--- config.mk ---
export PLATFORM = sky130hd
export DESIGN_NAME = spongent_arbiter
export DESIGN_NICKNAME = d
export VERILOG_FILES = /design/src/rtl/spongent_arbiter.sv
export SDC_FILE = /design/constraint.sdc
export NUM_CORES = 1
export LEC_CHECK = 0
export CORE_AREA = 2 2 226 228
export DETAILED_ROUTE_END_ITERATION = 8
export DIE_AREA = 0 0 228 230
export PLACE_DENSITY_LB_ADDON = 0.2
export REMOVE_ABC_BUFFERS = 1
export SLEW_MARGIN = 15
export SYNTH_ARGS = -nofsm -noshare
export SYNTH_HDL_FRONTEND = slang
export SYNTH_SLANG_ARGS = --single-unit
--- constraint.sdc ---
create_clock -name clk -period 15.3 [get_ports clk]
set_clock_uncertainty 0.1 [all_clocks]
set_input_delay 3.06 -clock clk [delete_from_list [all_inputs] [get_ports clk]]
set_output_delay 3.06 -clock clk [all_outputs]
set_load 0.02 [all_outputs]
--- src/rtl/spongent_arbiter.sv ---
// Two-requester front end for a SPONGENT hash core: locks a grant for a whole
// message, feeds one word per core handshake, and guards every core wait with a watchdog.
module spongent_arbiter #(
  parameter int N       = 256,
  parameter int r       = 16,
  parameter int TIMEOUT = 4096
) (
  input  logic         clk,
  input  logic         rst,
  input  logic         req0_valid,
  input  logic         req1_valid,
  input  logic [r-1:0] req0_data,
  input  logic [r-1:0] req1_data,
  input  logic         req0_last,
  input  logic         req1_last,
  output logic         req0_ready,
  output logic         req1_ready,
  output logic [N-1:0] digest_out,
  output logic         digest_valid,
  output logic         digest_id,
  output logic         error,
  output logic         core_rst,
  output logic [r-1:0] core_data_input,
  output logic         core_data_ready,
  output logic         core_start_hash,
  input  logic         core_busy,
  input  logic         core_end_hash,
  input  logic [N-1:0] core_digest
);

  localparam int WDW = $clog2(TIMEOUT + 1);

  typedef enum logic [2:0] {
    S_IDLE, S_FETCH, S_PULSE, S_WAIT_HI, S_WAIT_LO, S_FINAL, S_CORE_RST
  } state_e;

  state_e         state_q, state_d;
  logic           prio_q, prio_d;
  logic           grant_q, grant_d;
  logic [r-1:0]   word_q, word_d;
  logic           last_q, last_d;
  logic [WDW-1:0] wd_q, wd_d;
  logic [N-1:0]   dig_q, dig_d;
  logic           dvalid_q, dvalid_d;
  logic           err_q, err_d;
  logic           did_q, did_d;
  logic           crst_q, crst_d;
  logic           cdr_q, cdr_d;
  logic           csh_q, csh_d;
  logic           hold_q;

  logic           sel_valid;
  logic [r-1:0]   sel_data;
  logic           sel_last;
  logic           timeout;
  logic           abort;

  assign sel_valid = grant_q ? req1_valid : req0_valid;
  assign sel_data  = grant_q ? req1_data  : req0_data;
  assign sel_last  = grant_q ? req1_last  : req0_last;
  assign timeout   = (wd_q == WDW'(TIMEOUT - 1));

  assign req0_ready = (state_q == S_FETCH) && !grant_q && req0_valid;
  assign req1_ready = (state_q == S_FETCH) &&  grant_q && req1_valid;

  always_comb begin
    state_d = state_q;
    prio_d  = prio_q;
    grant_d = grant_q;
    word_d  = word_q;
    last_d  = last_q;
    dig_d   = dig_q;
    abort   = 1'b0;
    case (state_q)
      S_IDLE: begin
        if (req0_valid || req1_valid) begin
          grant_d = (req0_valid && req1_valid) ? prio_q : !req0_valid;
          state_d = S_FETCH;
        end
      end
      S_FETCH: begin
        if (sel_valid) begin
          word_d  = sel_data;
          last_d  = sel_last;
          state_d = S_PULSE;
        end
      end
      S_PULSE:   state_d = S_WAIT_HI;
      S_WAIT_HI: begin
        if (core_busy)    state_d = S_WAIT_LO;
        else if (timeout) abort   = 1'b1;
      end
      S_WAIT_LO: begin
        if (!core_busy)   state_d = last_q ? S_FINAL : S_FETCH;
        else if (timeout) abort   = 1'b1;
      end
      S_FINAL: begin
        if (core_end_hash && !core_busy) begin
          dig_d   = core_digest;
          state_d = S_CORE_RST;
        end else if (timeout) begin
          abort = 1'b1;
        end
      end
      S_CORE_RST: begin
        prio_d  = !grant_q;
        state_d = S_IDLE;
      end
      default: state_d = S_IDLE;
    endcase
    if (abort) state_d = S_CORE_RST;
  end

  // Watchdog restarts on every state change so each wait state gets a full budget.
  always_comb begin
    wd_d = wd_q;
    if (state_d != state_q)
      wd_d = '0;
    else if (state_q inside {S_WAIT_HI, S_WAIT_LO, S_FINAL})
      wd_d = wd_q + 1'b1;
  end

  // Registered outputs are derived from the next state so they line up with it.
  always_comb begin
    cdr_d    = (state_d == S_PULSE);
    csh_d    = (state_d == S_FINAL);
    crst_d   = (state_d == S_CORE_RST) || hold_q;
    dvalid_d = (state_d == S_CORE_RST) && !abort;
    err_d    = abort;
    did_d    = (state_d == S_CORE_RST) ? grant_q : did_q;
  end

  always_ff @(posedge clk or posedge rst) begin
    if (rst) begin
      state_q  <= S_IDLE;
      prio_q   <= 1'b0;
      grant_q  <= 1'b0;
      word_q   <= '0;
      last_q   <= 1'b0;
      wd_q     <= '0;
      dig_q    <= '0;
      dvalid_q <= 1'b0;
      err_q    <= 1'b0;
      did_q    <= 1'b0;
      crst_q   <= 1'b1;
      cdr_q    <= 1'b0;
      csh_q    <= 1'b0;
      hold_q   <= 1'b1;
    end else begin
      state_q  <= state_d;
      prio_q   <= prio_d;
      grant_q  <= grant_d;
      word_q   <= word_d;
      last_q   <= last_d;
      wd_q     <= wd_d;
      dig_q    <= dig_d;
      dvalid_q <= dvalid_d;
      err_q    <= err_d;
      did_q    <= did_d;
      crst_q   <= crst_d;
      cdr_q    <= cdr_d;
      csh_q    <= csh_d;
      hold_q   <= 1'b0;
    end
  end

  assign digest_out      = dig_q;
  assign digest_valid    = dvalid_q;
  assign digest_id       = did_q;
  assign error           = err_q;
  assign core_rst        = crst_q;
  assign core_data_input = word_q;
  assign core_data_ready = cdr_q;
  assign core_start_hash = csh_q;

endmodule

==> results.sh <==
export IMPL_outcome="completed"
export IMPL_r2r_start="state_q[2]"
export IMPL_grt_max_degree=183
export IMPL_drt_total_wl_um=40900
export IMPL_maxCapViolations=0
export IMPL_core_area_um2=49900
export IMPL_worst_path_max_fanout=4
export IMPL_final_area_um2=19400
export IMPL_peakVddDrop_v=0.0000934
export IMPL_clkTransAtPathRegs_ps=60
export IMPL_relSlewSlack=0.253
export IMPL_power_per_cell_area_nw_per_um2=211
export IMPL_clock_path_buffers=3
export IMPL_required_ps=12140
export IMPL_critical_path_class="in -> out"
export IMPL_min_period_over_period=0.502
export IMPL_path_buf_inv=2
export IMPL_worstSetupStartpointType="input port"
export IMPL_grt_pass1_wl_um=63500
export IMPL_placed_area_um2=18000
export IMPL_ys_seq_area_frac=0.641
export IMPL_root_buffer="clkbuf_16"
export IMPL_synthCells=1283
export IMPL_r2r_cells=8
export IMPL_synth_area_leaders="dfrtp_1, nand2_1, mux2i_1"
export IMPL_min_period_ps=7670
export IMPL_insertion_delay_ps=530
export IMPL_yosys_warnings=0
export IMPL_tns_ps=0
export IMPL_cts_hold_buf=0
export IMPL_synth_top_cell_by_area="dfrtp_1"
export IMPL_syn_cell_area_um2=11600
export IMPL_setup_worst_path_end_class="output port"
export IMPL_drt_pass1_iter_count=4
export IMPL_cp_depth=3
export IMPL_grt_antenna_before_repair=4
export IMPL_multiInputGateArea_um2=3880
export IMPL_drc=0
export IMPL_grt_use_total=0.154
export IMPL_io_pins=576
export IMPL_r2r_end="wd_q[7]"
export IMPL_grt_pass1_vias=10500
export IMPL_arrival_ps=4510
export IMPL_portBuffers=575
export IMPL_viasPerCell=4.04
export IMPL_nets=2138
export IMPL_cts_repair_resized=0
export IMPL_rsz0062_at_grt="no"
export IMPL_worstHoldPathCells=2
export IMPL_yosysUniqueCellTypes=48
export IMPL_cts_sinks=298
export IMPL_worstPathCellList="clkdlybuf4s50_1, nor3b_1, clkdlybuf4s50_1"
export IMPL_cpMostUsedCell="clkdlybuf4s50_1"
export IMPL_area_growth_pct=66.4
export IMPL_ant_nets=0
export IMPL_async_reset_ff_frac=1.00
export IMPL_post_place_ws_ps=7650
export IMPL_crit_path_start="req0_valid"
export IMPL_synth_edf_count=0
export IMPL_whs_endpoint="digest_out[121]"
export IMPL_cpPeakStageDelay_ps=650
export IMPL_start_util=0.234
export IMPL_die_x_um=228
export IMPL_holdCritStartpoint="digest_out[121]"
export IMPL_slowest_stage="clkdlybuf4s50_1"
export IMPL_htree_levels=2
export IMPL_setup_violations=0
export IMPL_routabilityCongestion=0.815
export IMPL_cts_tree="done"
export IMPL_grt_ovfl_total=0
export IMPL_ys_seq_elements=298
export IMPL_drt_iter0_drc=485
export IMPL_syn_avg_cell_area_um2=9.08
export IMPL_maxSlewViolCount=0
export IMPL_synth_top_area_share=0.636
export IMPL_worstMarginPinSlew_ps=1120
export IMPL_crit_family="buffers and inverters"
export IMPL_leakage_nw=9.26
export IMPL_numCtsBuffers=38
export IMPL_rrSetupSlack_ps=11970
export IMPL_max_freq_mhz=130
export IMPL_num_rows=82
export IMPL_die_h_um=230
export IMPL_postCtsSetupBuffers=0
export IMPL_regArea_um2=7460
export IMPL_final_layout_size_suffix_gt1_frac=0.0482
export IMPL_hold_path_class="reg -> reg"
export IMPL_fillers=5063
export IMPL_wl_per_cell_um=16.1
export IMPL_dr_total_vias=10300
export IMPL_die_area_um2=52400
export IMPL_synthFlopType="dfrtp_1"
export IMPL_place_detailed_hpwl_um=28500
export IMPL_layout_setup_ws_ps=7630
export IMPL_hold_viol=0
[cells in the mapped netlist (2+ instances only)]
cell type  instances
mux2i_1           18
nand3_1            7
nand3b_1           2
xor2_1            10
nor2b_1            2
nand4bb_1          2
o21ai_0            2
and3_1             4
a21oi_1           18
inv_1              3
nor2_1            33
dfrtp_1          296
clkbuf_1          30
inv_2              2
buf_2             32
nor3b_1            2
nand4_1            3
a31oi_1            3
dfstp_2            2
nor3_1             2
nand2_1          782
xnor2_1            2
[worst max-delay path by stage]
stage,end,slack [ps]
after floorplan,wd_q[1],1990
after global placement,req0_ready,7640
after detailed placement,req0_ready,7650
after CTS,req0_ready,7630
after global routing,req0_ready,7570
final,req0_ready,7630
[logic make-up after synthesis]
group | synth area share
flip-flops | 0.641
buffers and inverters | 0.0270
XOR/XNOR | 0.00903
other | 0.000322
adder cells (fa/ha/maj) | 0.00107
AND/OR/NAND/NOR | 0.285
multiplexers | 0.0177
AO/OA/AOI/OAI | 0.0190
[layout make-up]
class                   count  share of cell area
clock buffers              56              0.0595
inverters                   5             0.00174
flip-flops and latches    298               0.385
diodes                      2            0.000258
repair buffers            583               0.302
clock inverters            12             0.00775
well taps                 672              0.0434
multi-input cells         915               0.200
[power by group]
part | switching [mW] | internal (mW)
Clock | 0.351 | 0.574
Sequential | 0.205 | 1.15
Combinational | 0.966 | 0.836
[flip-flops by register name, indices dropped and copies added, names as in the netlist]
name and cells:
grant_q 1, digest_id 1, prio_q 1, state_q 3
last_q 1, digest_out 256, hold_q 1, error 1
core_data_ready 1, core_data_input 16, wd_q 13, digest_valid 1
core_rst 1, core_start_hash 1
[cells in the final DEF, fill, tap and decap left out, types with 2 or more instances in the layout]
cell and count:
a21oi_1 18, a31oi_1 3, and3_1 4, buf_4 6
bufinv_16 3, clkbuf_1 8, clkbuf_16 41, clkbuf_8 7
clkdlybuf4s50_1 575, clkinv_2 5, clkinv_4 3, dfrtp_1 296
dfstp_2 2, diode_2 2, inv_1 2, inv_8 2
mux2i_1 18, nand2_1 782, nand3_1 6, nand3_4 2
nand3b_1 2, nand4_1 3, nand4bb_1 2, nor2_1 33
nor2b_1 2, nor3_1 2, nor3b_1 2, o21ai_0 2
xnor2_1 2, xor2_1 10
[worst min-delay path, delay by kind of cell (launching register included)]
kind | cells | cell delay, ps
and+or+nand+nor | 2 | 100
DFF | 1 | 340
[per-layer routing]
metal  track usage  vias to the layer above  share of wire
li1              -                     5064              -
met1         0.187                     4784           0.41
met2         0.250                      374           0.47
met3        0.0592                       61          0.090
met4        0.0504                        2          0.025
met5             0                        -        0.00029
[metrics by stage]
stage	cells	total power [mW]	hold WS [ps]	util
after global placement	2472	3.18	357	0.362
after floorplan	1218	2.20	349	-
final	2543	4.08	369	0.389
after detailed placement	2472	3.19	361	0.362
after CTS	2540	4.15	375	0.388
after global routing	2542	4.34	390	0.388
No activity file was read; power rests on OpenSTA's default activity.
